**config.mk**
```make
export PLATFORM = sky130hd
export DESIGN_NAME = abc_settle_timer
export DESIGN_NICKNAME = d
export VERILOG_FILES = /design/src/rtl/abc_check_pkg.sv /design/src/rtl/abc_settle_timer.sv
export SDC_FILE = /design/constraint.sdc
export NUM_CORES = 1
export LEC_CHECK = 0
export CORE_AREA = 2 2 39 41
export DETAILED_ROUTE_END_ITERATION = 8
export DIE_AREA = 0 0 41 43
export GPL_TIMING_DRIVEN = 0
export SYNTH_ARGS = -nofsm -noshare
export SYNTH_HDL_FRONTEND = slang
export SYNTH_SLANG_ARGS = --single-unit
```
**constraint.sdc**
```tcl
create_clock -name clk -period 1.5 [get_ports clk]
set_input_delay 0.3 -clock clk [delete_from_list [all_inputs] [get_ports clk]]
set_output_delay 0.3 -clock clk [all_outputs]
set_load 0.01 [all_outputs]
```
**src/rtl/abc_check_pkg.sv**
```systemverilog
// Shared types and constants for the abc cell self-test sequencer.
package abc_check_pkg;

  // Sweep sequencer states.
  typedef enum logic [1:0] {
    IDLE,
    SETTLE,
    CHECK,
    DONE
  } state_t;

  // One vector per combination of the three cell inputs.
  localparam int NUM_VECTORS = 8;

  // Truth table of y = a&b | ~b&c, bit i for {a,b,c} = i.
  localparam logic [NUM_VECTORS-1:0] ABC_EXPECTED = 8'hE2;

  // Width of the settle counter; holds settle times up to 15.
  localparam int SETTLE_W = 4;

endpackage

```
**src/rtl/abc_settle_timer.sv**
```systemverilog
// Loadable down-counter that measures how long a vector is held
// before the cell response is trusted.
module abc_settle_timer
  import abc_check_pkg::*;
#(
  parameter int SETTLE_CYCLES = 2
) (
  input  logic clk,
  input  logic rst_n,
  input  logic load,
  output logic expire
);

  logic [SETTLE_W-1:0] count;

  // Load on entry to the settle phase, then count down to zero and hold.
  always_ff @(posedge clk or negedge rst_n) begin
    if (!rst_n) begin
      count <= '0;
    end else if (load) begin
      count <= SETTLE_W'(SETTLE_CYCLES - 1);
    end else if (count != '0) begin
      count <= count - 1'b1;
    end
  end

  assign expire = (count == '0);

endmodule

```
==> qor.yml <==
status: "complete, no violations"
clock_sinks: 4
maxSlewHeadroom: 0.856
ir_worst_vdd_mv: 0.806
antenna_cells: 0
dp_cells: 41
drv_cap: 0
worst-r2r-setup-slack_ns: 0.22
hold_path_class: "input port to asynchronous set/reset pin"
clock.fmax_mhz: 679
dr.pass1.iters: 2
yosysTopAreaCellShare: 0.435
hpwl_um: 265
clk_latency_ns: 0.23
end_kind: "output port"
gp_congestion: 0.703
finish.utilization: 0.251
cts_root_buffer: "clkbuf_4"
grt_pass1_vias: 175
area_growth_pct: 51.1
synthArstFlopShare: 1.00
grt_use_total: 0.0636
met1_usage: 0.0689
yosys_register_bits: 4
worstMarginPinSlew_ns: 0.214
finalNonFillerCells: 49
n_fill_cell: 146
drtAntennaViolNets: 0
syn_area_um2: 230
fin_skew_ns: 0.00317
power_density_nw_per_um2: 1950
cellLeakagePower_nw: 0.153
cp_data_arrival_time_ns: 1.17
cts_hold_buffers: 0
worst_ep_required_time_ns: 1.20
setup_violations: 0
fin_crit_sh: 0.982
clockBufferDepth: 2
syn_area_per_cell_um2: 10.5
rows: 14
syn_inst: 22
total_power_w: 0.000680
synth_top_flop_cell: "dfrtp_1"
met3_usage: 0.0366
via_per_inst: 3.67
die_h_um: 43
num_vias: 180
met2_usage: 0.0625
path_class: "register to output port"
multiInputGateArea_um2: 135
grt_pass1_wl_um: 655
top_level_ports: 4
startpoint_type: "register"
gr-max-usage-layer: "met4"
drive_above_1_share: 0.394
largest_registers: "count (4)"
hold_violations: 0
die_x_um: 41
path_clk_slew_ns: 0.04
fin_nets: 40
overflow: 0
largest_reg_flops: 4
cp_max_fo: 3
dieArea_um2: 1760
routedWlPerCell_um: 7.94
largest-register: "count"
cts_tree: "built"
htree_num_levels: 1
coreArea_um2: 1380
hold_ws_ns: 0.265
drc: 0
grt_max_degree: 5
drt_wl_total_um: 389
fin_crit_ns: 1.47
drt_iter0_drc: 1
yosysSeqAreaShare: 0.435
cts_buffers: 3
start_util: 0.166
synthesis.nets: 27
synth_cell_types: 14
yosysTopAreaCell: "dfrtp_1"
ff_latch_area_um2: 100
antenna_found_initial: 0
ys_warn_count: 0
yosysMostFrequentCell: "dfrtp_1"
synth_edf_count: 0
portBuffers: 3
rsz0062_at_grt: "yes"
drv_slew: 0
synth.top_cells.by_area: "dfrtp_1, ha_1, nor3b_4"
[report_power, final]
group	switching [W]	internal [W]
Clock	0.0000402	0.0000892
Sequential	0.0000443	0.000151
Combinational	0.000145	0.000210
Total	0.000229	0.000450
[logic make-up after synthesis]
| logic type | Yosys count | share of synthesized area |
|---|---|---|
| buf+inv | 2 | 0.0326 |
| xor+xnor | 1 | 0.0381 |
| mux | 1 | 0.0435 |
| simple gates | 10 | 0.299 |
| fa+ha+maj | 2 | 0.109 |
| compound gates | 2 | 0.0435 |
| flops | 4 | 0.435 |
[cells in the final DEF (no fill, tap or decap)]
cell | synthesis | routed
a21oi_1 | 2 | 2
buf_2 | 0 | 1
buf_4 | 0 | 5
clkbuf_4 | 0 | 3
clkdlybuf4s50_1 | 0 | 2
dfrtp_1 | 4 | 4
ha_1 | 2 | 1
ha_4 | 0 | 1
inv_2 | 0 | 2
mux2i_1 | 1 | 1
nand2_1 | 1 | 1
nand2b_1 | 2 | 2
nand3b_1 | 1 | 1
nor2_1 | 2 | 2
nor3_1 | 1 | 1
nor3b_4 | 1 | 1
or2_1 | 1 | 1
or2b_1 | 1 | 1
xnor2_1 | 1 | 1
[layout make-up]
type / instances / area share
inverters: 2 / 0.0216
clock buffers: 3 / 0.0647
multi-input cells: 16 / 0.388
flip-flops and latches: 4 / 0.288
repair buffers: 8 / 0.180
well taps: 16 / 0.0576
[final timing paths]
check,start,to,cells after the start
max,count[0],expire,4
min,rst_n,count[3],1
max reg2reg,count[1],count[1],6
min reg2reg,count[1],count[1],2
max in group asynchronous,rst_n,count[1],1
min in group clk,count[1],count[1],2
[critical path: stages, from the launching register on]
cell and delay, ns:
dfrtp_1 0.38, inv_2 0.10, ha_4 0.14, nor3b_4 0.17
buf_2 0.16
[per-stage QoR]
step / cell area (um^2) / TNS (ns) / worst slack, ns
finish: 348 / 0 / 0.0269
global route: 348 / -0.0387 / -0.0387
CTS: 315 / 0 / 0.000993
detailed placement: 280 / -0.306 / -0.306
global placement: 280 / -0.306 / -0.306
floorplan: 230 / 0 / 0.256
[repair_timing]
| item | in CTS | in global routing |
|---|---|---|
| endpoints found under the hold margin | 0 | 0 |
| buffers inserted | 2 | 3 |
| endpoints found under the setup margin | 1 | 1 |
| gates resized for setup | 7 | 1 |
| pin swaps | 1 | 1 |
| cloned | 0 | 0 |
[routing by layer]
layer  up-vias  part of all wire
li1         93                 -
met1        79              0.44
met2         6              0.46
met3         2             0.049
met4         0             0.044
met5         -                 0
No activity file was read; power rests on OpenSTA's default activity.
